## src/rtl/uart_cmd_ctrl.sv

```systemverilog
// uart_cmd_ctrl: command sequencer between the UART receive path and a
// memory port. It takes host frames {opcode, addr, data}, runs the memory
// write or read, and hands a response frame to the UART transmitter.
// A one-deep pending buffer holds a frame that arrives while a command is
// still in progress.
// Optional feature: define CMD_TIMEOUT_EN to abandon a memory request after
// TIMEOUT cycles without an ack. The design then answers with error code 2.
module uart_cmd_ctrl #(
  parameter int OPCDBYTE = 2,
  parameter int ADDRBYTE = 2,
  parameter int DATABYTE = 4,
  parameter int TIMEOUT  = 1024,
  localparam int FW      = 8 * (OPCDBYTE + ADDRBYTE + DATABYTE)
) (
  input  logic                    iCLOCK,
  input  logic                    iRESET,
  input  logic                    iRX_DONE,
  input  logic [FW-1:0]           iRX_FDATA,
  output logic                    oMEM_REQ,
  output logic                    oMEM_WE,
  output logic [8*ADDRBYTE-1:0]   oMEM_ADDR,
  output logic [8*DATABYTE-1:0]   oMEM_WDATA,
  input  logic                    iMEM_ACK,
  input  logic [8*DATABYTE-1:0]   iMEM_RDATA,
  output logic                    oTX_START,
  output logic [FW-1:0]           oTX_FDATA,
  input  logic                    iTX_DONE,
  output logic                    oBUSY,
  output logic                    oOVERRUN
);

  localparam int OW = 8 * OPCDBYTE;
  localparam int AW = 8 * ADDRBYTE;
  localparam int DW = 8 * DATABYTE;

  // Opcode values and response markers, zero-extended to the opcode field.
  localparam logic [OW-1:0] OPC_WRITE  = OW'(16'h0001);
  localparam logic [OW-1:0] OPC_READ   = OW'(16'h0002);
  localparam logic [OW-1:0] OPC_PING   = OW'(16'h0003);
  localparam logic [OW-1:0] RESP_OK    = OW'(16'h8000);
  localparam logic [OW-1:0] RESP_ERR   = OW'(16'hEEEE);
  localparam logic [DW-1:0] ERR_ILLEGAL = DW'(32'h0000_0001);

  // A parameter set outside the legal range stops elaboration.
  if (OPCDBYTE < 2 || TIMEOUT < 1) begin : g_bad_param
    $error("uart_cmd_ctrl: OPCDBYTE must be >= 2 and TIMEOUT >= 1");
  end

  typedef enum logic [2:0] {
    ST_IDLE    = 3'd0,
    ST_DECODE  = 3'd1,
    ST_MEM     = 3'd2,
    ST_RESP    = 3'd3,
    ST_WAIT_TX = 3'd4
  } state_t;

  state_t          state_r, state_next;
  logic [FW-1:0]   cmd_r, cmd_next;
  logic            pend_full_r, pend_full_next;
  logic [FW-1:0]   pend_data_r, pend_data_next;
  logic            overrun_r, overrun_next;
  logic            mem_req_r, mem_req_next;
  logic            mem_we_r, mem_we_next;
  logic [AW-1:0]   mem_addr_r, mem_addr_next;
  logic [DW-1:0]   mem_wdata_r, mem_wdata_next;
  logic            tx_start_r, tx_start_next;
  logic [FW-1:0]   tx_fdata_r, tx_fdata_next;
  logic            busy_r;

  // Fields of the latched command, sliced MSB-first.
  logic [OW-1:0]   opc_s;
  logic [AW-1:0]   addr_s;
  logic [DW-1:0]   data_s;
  logic            is_mem_op_s;
  logic            is_legal_s;

  assign opc_s       = cmd_r[FW-1 -: OW];
  assign addr_s      = cmd_r[DW +: AW];
  assign data_s      = cmd_r[DW-1:0];
  assign is_mem_op_s = (opc_s == OPC_WRITE) || (opc_s == OPC_READ);
  assign is_legal_s  = is_mem_op_s || (opc_s == OPC_PING);

`ifdef CMD_TIMEOUT_EN
  localparam int TW = $clog2(TIMEOUT + 1);
  localparam logic [DW-1:0] ERR_TIMEOUT = DW'(32'h0000_0002);
  logic [TW-1:0]   tmo_cnt_r, tmo_cnt_next;
  logic            tmo_hit_s;

  assign tmo_hit_s = (tmo_cnt_r == TW'(TIMEOUT - 1));

  // Memory ack watchdog: counts the cycles spent waiting in MEM.
  always_ff @(posedge iCLOCK) begin
    if (iRESET) begin
      tmo_cnt_r <= {TW{1'b0}};
    end else begin
      tmo_cnt_r <= tmo_cnt_next;
    end
  end
`endif

  // Next-state and next-output logic for the command sequencer and pending buffer.
  always_comb begin
    state_next     = state_r;
    cmd_next       = cmd_r;
    pend_full_next = pend_full_r;
    pend_data_next = pend_data_r;
    overrun_next   = overrun_r;
    mem_req_next   = mem_req_r;
    mem_we_next    = mem_we_r;
    mem_addr_next  = mem_addr_r;
    mem_wdata_next = mem_wdata_r;
    tx_start_next  = 1'b0;
    tx_fdata_next  = tx_fdata_r;
`ifdef CMD_TIMEOUT_EN
    tmo_cnt_next   = {TW{1'b0}};
`endif

    case (state_r)
      ST_IDLE: begin
        if (pend_full_r) begin
          // The buffered frame goes first. A frame arriving now refills the slot.
          cmd_next   = pend_data_r;
          state_next = ST_DECODE;
          if (iRX_DONE) begin
            pend_data_next = iRX_FDATA;
          end else begin
            pend_full_next = 1'b0;
          end
        end else if (iRX_DONE) begin
          cmd_next   = iRX_FDATA;
          state_next = ST_DECODE;
        end else begin
          state_next = ST_IDLE;
        end
      end

      ST_DECODE: begin
        if (is_mem_op_s) begin
          mem_req_next   = 1'b1;
          mem_we_next    = (opc_s == OPC_WRITE);
          mem_addr_next  = addr_s;
          mem_wdata_next = data_s;
          state_next     = ST_MEM;
        end else if (is_legal_s) begin
          tx_start_next = 1'b1;
          tx_fdata_next = {opc_s | RESP_OK, addr_s, data_s};
          state_next    = ST_RESP;
        end else begin
          tx_start_next = 1'b1;
          tx_fdata_next = {RESP_ERR, addr_s, ERR_ILLEGAL};
          state_next    = ST_RESP;
        end
      end

      ST_MEM: begin
        if (iMEM_ACK) begin
          // A write echoes its data. A read returns the memory word.
          mem_req_next  = 1'b0;
          tx_start_next = 1'b1;
          tx_fdata_next = {opc_s | RESP_OK, addr_s, mem_we_r ? mem_wdata_r : iMEM_RDATA};
          state_next    = ST_RESP;
`ifdef CMD_TIMEOUT_EN
        end else if (tmo_hit_s) begin
          mem_req_next  = 1'b0;
          tx_start_next = 1'b1;
          tx_fdata_next = {RESP_ERR, addr_s, ERR_TIMEOUT};
          state_next    = ST_RESP;
        end else begin
          tmo_cnt_next = tmo_cnt_r + TW'(1);
          state_next   = ST_MEM;
        end
`else
        end else begin
          state_next = ST_MEM;
        end
`endif
      end

      ST_RESP: begin
        state_next = ST_WAIT_TX;
      end

      ST_WAIT_TX: begin
        if (iTX_DONE) begin
          state_next = ST_IDLE;
        end else begin
          state_next = ST_WAIT_TX;
        end
      end

      default: begin
        state_next   = ST_IDLE;
        mem_req_next = 1'b0;
      end
    endcase

    // A frame arriving mid-command is buffered, or dropped if the slot is taken.
    if (iRX_DONE && (state_r != ST_IDLE)) begin
      if (!pend_full_r) begin
        pend_full_next = 1'b1;
        pend_data_next = iRX_FDATA;
      end else begin
        overrun_next = 1'b1;
      end
    end else begin
      overrun_next = overrun_next;
    end
  end

  // State and output registers. Reset abandons any command in flight.
  always_ff @(posedge iCLOCK) begin
    if (iRESET) begin
      state_r     <= ST_IDLE;
      cmd_r       <= {FW{1'b0}};
      pend_full_r <= 1'b0;
      pend_data_r <= {FW{1'b0}};
      overrun_r   <= 1'b0;
      mem_req_r   <= 1'b0;
      mem_we_r    <= 1'b0;
      mem_addr_r  <= {AW{1'b0}};
      mem_wdata_r <= {DW{1'b0}};
      tx_start_r  <= 1'b0;
      tx_fdata_r  <= {FW{1'b0}};
      busy_r      <= 1'b0;
    end else begin
      state_r     <= state_next;
      cmd_r       <= cmd_next;
      pend_full_r <= pend_full_next;
      pend_data_r <= pend_data_next;
      overrun_r   <= overrun_next;
      mem_req_r   <= mem_req_next;
      mem_we_r    <= mem_we_next;
      mem_addr_r  <= mem_addr_next;
      mem_wdata_r <= mem_wdata_next;
      tx_start_r  <= tx_start_next;
      tx_fdata_r  <= tx_fdata_next;
      busy_r      <= (state_next != ST_IDLE);
    end
  end

  assign oMEM_REQ   = mem_req_r;
  assign oMEM_WE    = mem_we_r;
  assign oMEM_ADDR  = mem_addr_r;
  assign oMEM_WDATA = mem_wdata_r;
  assign oTX_START  = tx_start_r;
  assign oTX_FDATA  = tx_fdata_r;
  assign oBUSY      = busy_r;
  assign oOVERRUN   = overrun_r;

endmodule
```

## config.mk

```make
export PLATFORM = sky130hd
export DESIGN_NAME = uart_cmd_ctrl
export DESIGN_NICKNAME = d
export VERILOG_FILES = /design/src/rtl/uart_cmd_ctrl.sv
export SDC_FILE = /design/constraint.sdc
export NUM_CORES = 1
export LEC_CHECK = 0
export ABC_AREA = 1
export CAP_MARGIN = 20
export CORE_MARGIN = 2
export CORE_UTILIZATION = 30
export CTS_BUF_LIST = sky130_fd_sc_hd__clkbuf_4
export DETAILED_ROUTE_END_ITERATION = 6
export PLACE_DENSITY = 0.61
export REMOVE_ABC_BUFFERS = 1
export SLEW_MARGIN = 20
export SYNTH_ARGS = -nofsm -noshare
export SYNTH_HDL_FRONTEND = slang
export SYNTH_SLANG_ARGS = --single-unit
```

## constraint.sdc

```tcl
create_clock -name iCLOCK -period 1.4 [get_ports iCLOCK]
set_clock_uncertainty 0.15 [all_clocks]
set_input_delay 0.14 -clock iCLOCK [delete_from_list [all_inputs] [get_ports iCLOCK]]
set_output_delay 0.14 -clock iCLOCK [all_outputs]
set_load 0.05 [all_outputs]
```

Yosys cells after proc, flatten, opt, wreduce, memory -nomap -nowiden
Index checks and enable logic that the tools add are counted.
- register bits after elaboration: 249
- output and inout bits: 117
- bits of input ports: 101
- logic and storage cells: 66
- eq/ne operators: 10
- bitwise logic cells: 1
- multiplexer cells: 29
- reductions and logical operators: 14
- operators with widths (kind ; count):
    two-way mux 64 bit ; 9
    case mux 64 bit (2 select lines) ; 1
    two-way mux 63 bit ; 1
    equality test 16 x 2 -> 1 bit, second input constant ; 2
    two-way mux 32 bit ; 1
    equality test 16 x 1 -> 1 bit, second input constant ; 1
    case mux 3 bit (5 select lines) ; 1
    two-way mux 1 bit ; 13
    equality test 3 x 2 -> 1 bit, second input constant ; 2
    != test 2 bit, second input constant ; 3
    AND reduction 2 bit ; 3
    AND reduction 3 bit ; 2
    nonzero test 3 bit ; 2
    nonzero test 2 bit ; 2
    equality test 3 x 1 -> 1 bit, second input constant ; 1
    equality test 3 bit, second input constant ; 1
    logical NOT 3 bit ; 1
    two-way mux 3 bit ; 1
    case mux 1 bit (3 select lines) ; 1
    OR reduction 3 bit ; 1
    logical OR 1 bit ; 2
    case mux 1 bit (2 select lines) ; 1
    logical AND 1 bit ; 1
    NOT 1 bit ; 1

Longest topological paths before layout
- word-level depth: 6
- depth in mapped cells: 11

Worst setup path before layout
OpenSTA, ideal clock, no wires.
- path type: flip-flop to flip-flop
- start point: register mem_we_r (netlist: oMEM_WE)
- end point: register tx_fdata_r[24] (netlist: oTX_FDATA[24])
- buffers on the path: 2
- period minus slack after synthesis: 1.915 ns
- arrival: 1.652 ns
- setup slack: -0.515 ns
- cell stages (with the launch flop): 8
- data required time: 1.137 ns
- cell sequence: dfxtp_1 > buf_2 > buf_2 > mux2_2 > nand2_1 > o21ai_0 > nor2_1 > nor2_1
- word-level cells in the longest chain between the ends: 3
- RTL lines (what ; RTL line ; RTL):
    start: declaration ; 63 ; logic mem_we_r, mem_we_next;
    start signal: assignment ; 232 ; mem_we_r <= mem_we_next;
    two-way mux 32 bit ; 160 ; tx_fdata_next = {opc_s | RESP_OK, addr_s, mem_we_r ? mem_wdata_r : iMEM_RDATA};
    two-way mux 64 bit ; 156 ; if (iMEM_ACK) begin
    case mux 64 bit (2 select lines) ; 118 ; case (state_r)
    end signal: assignment ; 223 ; tx_fdata_r <= {FW{1'b0}};
    end signal: assignment ; 236 ; tx_fdata_r <= tx_fdata_next;
    end: declaration ; 67 ; logic [FW-1:0] tx_fdata_r, tx_fdata_next;
Every way passes these cells. The select of a mux whose other input is x is not followed.
A chain may end at the register's enable or synchronous reset.

Final worst setup path
- start point: register cmd_r[49]
- end point: register mem_wdata_r[31] (netlist: oMEM_WDATA[31])
- word-level cells in the longest chain between the ends: 3
- elaborated cells on any way between the ends: 4
- those cells by class: eq/ne: 2; reduce/logical: 2
- RTL lines (what ; RTL line ; RTL):
    start: declaration ; 58 ; logic [FW-1:0] cmd_r, cmd_next;
    start signal: assignment ; 214 ; cmd_r <= {FW{1'b0}};
    start signal: assignment ; 227 ; cmd_r <= cmd_next;
    equality test 16 x 1 -> 1 bit / equality test 16 x 2 -> 1 bit (equally long branches) ; 80 ; assign is_mem_op_s = (opc_s == OPC_WRITE) || (opc_s == OPC_READ);
    logical OR 1 bit (*) ; 80 ;
    AND reduction 2 bit (no line) (*) ; - ;
    end signal: assignment ; 221 ; mem_wdata_r <= {DW{1'b0}};
    end signal: assignment ; 234 ; mem_wdata_r <= mem_wdata_next;
    end: declaration ; 65 ; logic [DW-1:0] mem_wdata_r, mem_wdata_next;
Every way passes the cells marked *; elsewhere a longest branch is shown, timed or not.

==> flow_metrics.py <==
metrics = {
    "status": {
        "status": "complete, but fails checks",
        "violations": "negative setup slack",
    },
    "cts": {
        "clock_latency_ns": 0.65,
        "root_buffer": "clkbuf_4",
        "cts_tree": "built",
        "clockBufferDepth": 3,
        "htreeDepth": 3,
        "numCtsBuffers": 70,
        "cts.clk_slew.worst_paths_ns": 0.06,
        "clock_sinks": 249,
    },
    "sta": {
        "maxSlewHeadroom_pct": 74.1,
        "finalMaxSlewViolations": 0,
        "finalWorstSetupSlack_ns": -0.398,
        "clock.fmax_mhz": 556,
        "worst_slew_pin_slew_ns": 0.388,
        "tns_ns": -70.51,
        "period_share_pct": 128,
        "finalSetupViolations": 362,
        "rsz0062_at_grt": "yes",
        "fin_crit_ns": 1.80,
        "hold_viol_final": 0,
    },
    "layout": {
        "drive_above_1_share_pct": 30.5,
        "postLayoutCellArea_mm2": 0.0182,
        "final_nets": 1959,
        "area_delta_synth_final_pct": 72.4,
        "final_util_pct": 52.6,
    },
    "worst_setup_path": {
        "timing.rr.end": "oMEM_WDATA[31]",
        "required_ns": 1.78,
        "rrSetupSlack_ns": -0.40,
        "reg2reg_depth": 11,
        "r2r_start": "cmd_r[49]",
        "critPathLaunchType": "register",
        "crit_type": "reg -> reg",
        "cp.arrival_ns": 2.18,
        "worst_setup_path_end_kind": "register",
        "worstSetupStartpoint": "cmd_r[49]",
        "crit_path_max_fanout": 11,
    },
    "place": {
        "hpwl_um": 20700,
        "io_buffers": 217,
        "dpl_cell_area_mm2": 0.0147,
        "gp_congestion": 0.783,
        "preCtsSetupSlack_ns": -0.454,
    },
    "worst_hold_path": {
        "hp-class": "in -> reg",
        "hold_depth": 3,
        "worstHoldStart": "iRX_FDATA[36]",
        "holdPathEnd": "pend_data_r[36]",
    },
    "grt": {
        "grt_overflow": 0,
        "antenna_found_initial": 2,
        "grt_pass1_vias": 10300,
        "grt_pass1_wl_um": 53300,
        "grt_usage_pct": 18.2,
        "grt_max_degree": 67,
    },
    "synthesis": {
        "syn_inst": 1491,
        "synth_cell_types": 24,
        "ys_seq_area_share_pct": 47.2,
        "syn_area_mm2": 0.0106,
        "ys_warn_count": 0,
        "postSynthAreaPerCell_um2": 7.09,
        "ys_ff_latch": 249,
    },
    "die": {
        "rows": 68,
        "io_pins": 218,
        "start_util_pct": 30.5,
        "core_mm2": 0.0346,
        "dieWidth_um": 192,
        "die_area_mm2": 0.0368,
        "dieHeight_um": 192,
    },
    "detailed_routing": {
        "drtIter0Drc": 571,
        "vias_per_cell": 4.68,
        "drc": 0,
        "detail_route.first_pass.iterations": 7,
        "routedWlPerCell_um": 16.5,
        "wl_um": 38800,
        "antenna_left": 0,
        "vias": 11000,
    },
    "power_and_ir_drop": {
        "power_switching_uw": 12100,
        "finalPower_uw": 31000,
        "power_density_mw_per_mm2": 1700,
        "pwr-share-seq_pct": 32.1,
        "switching_share_pct": 38.9,
        "pwr-share-clk_pct": 21.4,
        "p_leak_uw": 0.00755,
        "internal-power_uw": 19000,
        "peakVddDrop_mv": 1.03,
        "power_frac_comb_pct": 46.6,
    },
    "flow_run": {
        "cap_violations": 0,
    },
}
through the flow:
| stage | hold slack (ns) | std cells |
|---|---|---|
| 3_3_place_gp | 0.280 | 2115 |
| 5_1_grt | 0.0190 | 2356 |
| 3_5_place_dp | 0.284 | 2115 |
| 6_report | 0.0679 | 2356 |
| 4_1_cts | 0.00158 | 2313 |
| 2_1_floorplan | 0.0591 | 1387 |
layout make-up:
| class | count | area, um2 |
|---|---|---|
| well taps | 455 | 569 |
| multi-input cells | 999 | 5290 |
| fillers | 3090 | 16400 |
| repair buffers | 397 | 5880 |
| diodes | 2 | 5.00 |
| repair inverters | 2 | 27.5 |
| clock buffers | 99 | 743 |
| inverters | 139 | 597 |
| clock inverters | 14 | 105 |
| flip-flops and latches | 249 | 5010 |
repair_timing:
action | CTS | global route
pin swaps | 11 | 40
buffers inserted | 18 | 11
endpoints found under the hold margin | 93 | 0
hold buffers | 59 | 0
resized for setup | 142 | 228
gates cloned | 8 | 32
setup endpoints to repair | 362 | 362
how the worst max path moves through the flow:
stage	to	slack, ns	cells past startpoint
finish	oMEM_WDATA[31]	-0.40	11
global route	oTX_FDATA[8]	-0.48	10
CTS	oMEM_WDATA[6]	-0.28	10
detailed placement	pend_data_r[31]	-0.45	9
global placement	pend_data_r[25]	-0.37	9
floorplan	oBUSY	-2.89	6
synthesized netlist by cell type, drive strengths merged:
master | instances | share of area [%]
a31oi | 35 | 2.1
mux2 | 31 | 3.3
clkinv | 1 | 0.035
dfxtp | 249 | 47
buf | 55 | 3.2
inv | 138 | 4.9
nand4 | 1 | 0.20
nand3 | 7 | 0.33
and3b | 2 | 0.17
nor2 | 270 | 9.7
a21oi | 81 | 3.8
nand2 | 327 | 12
o21ai | 243 | 12
nor3 | 2 | 0.095
clkbuf | 49 | 1.7
cells by family after synthesis:
group | share of synthesized area, %
compound gates | 17.4
flops | 47.2
buf+inv | 9.88
mux | 3.30
simple gates | 22.3
worst max-delay path, stage by stage (launching register included):
cell and delay (ns):
dfxtp_1 0.34, inv_2 0.04, nand2_1 0.08, nand2_2 0.07, nor2_4 0.14, buf_6 0.11
nand4_4 0.13, buf_12 0.20, buf_8 0.13, buf_12 0.14, o21ai_2 0.11, nor2_1 0.04
layout by cell type, fill, tap and decap left out, drive strengths merged:
cell and count:
nand2 327, nor2 270, dfxtp 249, o21ai 243, buf 214, inv 139, clkbuf 122, clkdlybuf4s50 100
a21oi 81, dlygate4sd3 59, a31oi 35, mux2 31, clkinv 14, nand3 7, diode 2, and3b 2
nor3 2, bufinv 2, nand4 1, bufbuf 1
power groups by stage:
stage | clock network, uW | logic [uW] | registers [uW]
finish | 6630 | 14500 | 9960
global route | 7150 | 15500 | 10100
CTS | 6820 | 11900 | 9900
detailed placement | 0 | 10800 | 9960
global placement | 0 | 10600 | 9920
floorplan | 0 | 3820 | 11700
state kept, by name (all words and copies together), names as in the netlist:
signal       cells
pend_data_r     64
oTX_START        1
cmd_r           64
oMEM_WDATA      32
oOVERRUN         1
oMEM_WE          1
oTX_FDATA       64
state_r          3
oMEM_REQ         1
pend_full_r      1
oMEM_ADDR       16
oBUSY            1
per-layer routing:
layer / vias up / share of wire, % / GRT usage (%)
li1: 5517 / - / -
met1: 5127 / 43 / 22.4
met2: 332 / 50 / 30.7
met3: 59 / 5.7 / 4.29
met4: 0 / 2.2 / 6.63
met5: - / 0 / 0
Power figures use the tool's default switching activity.
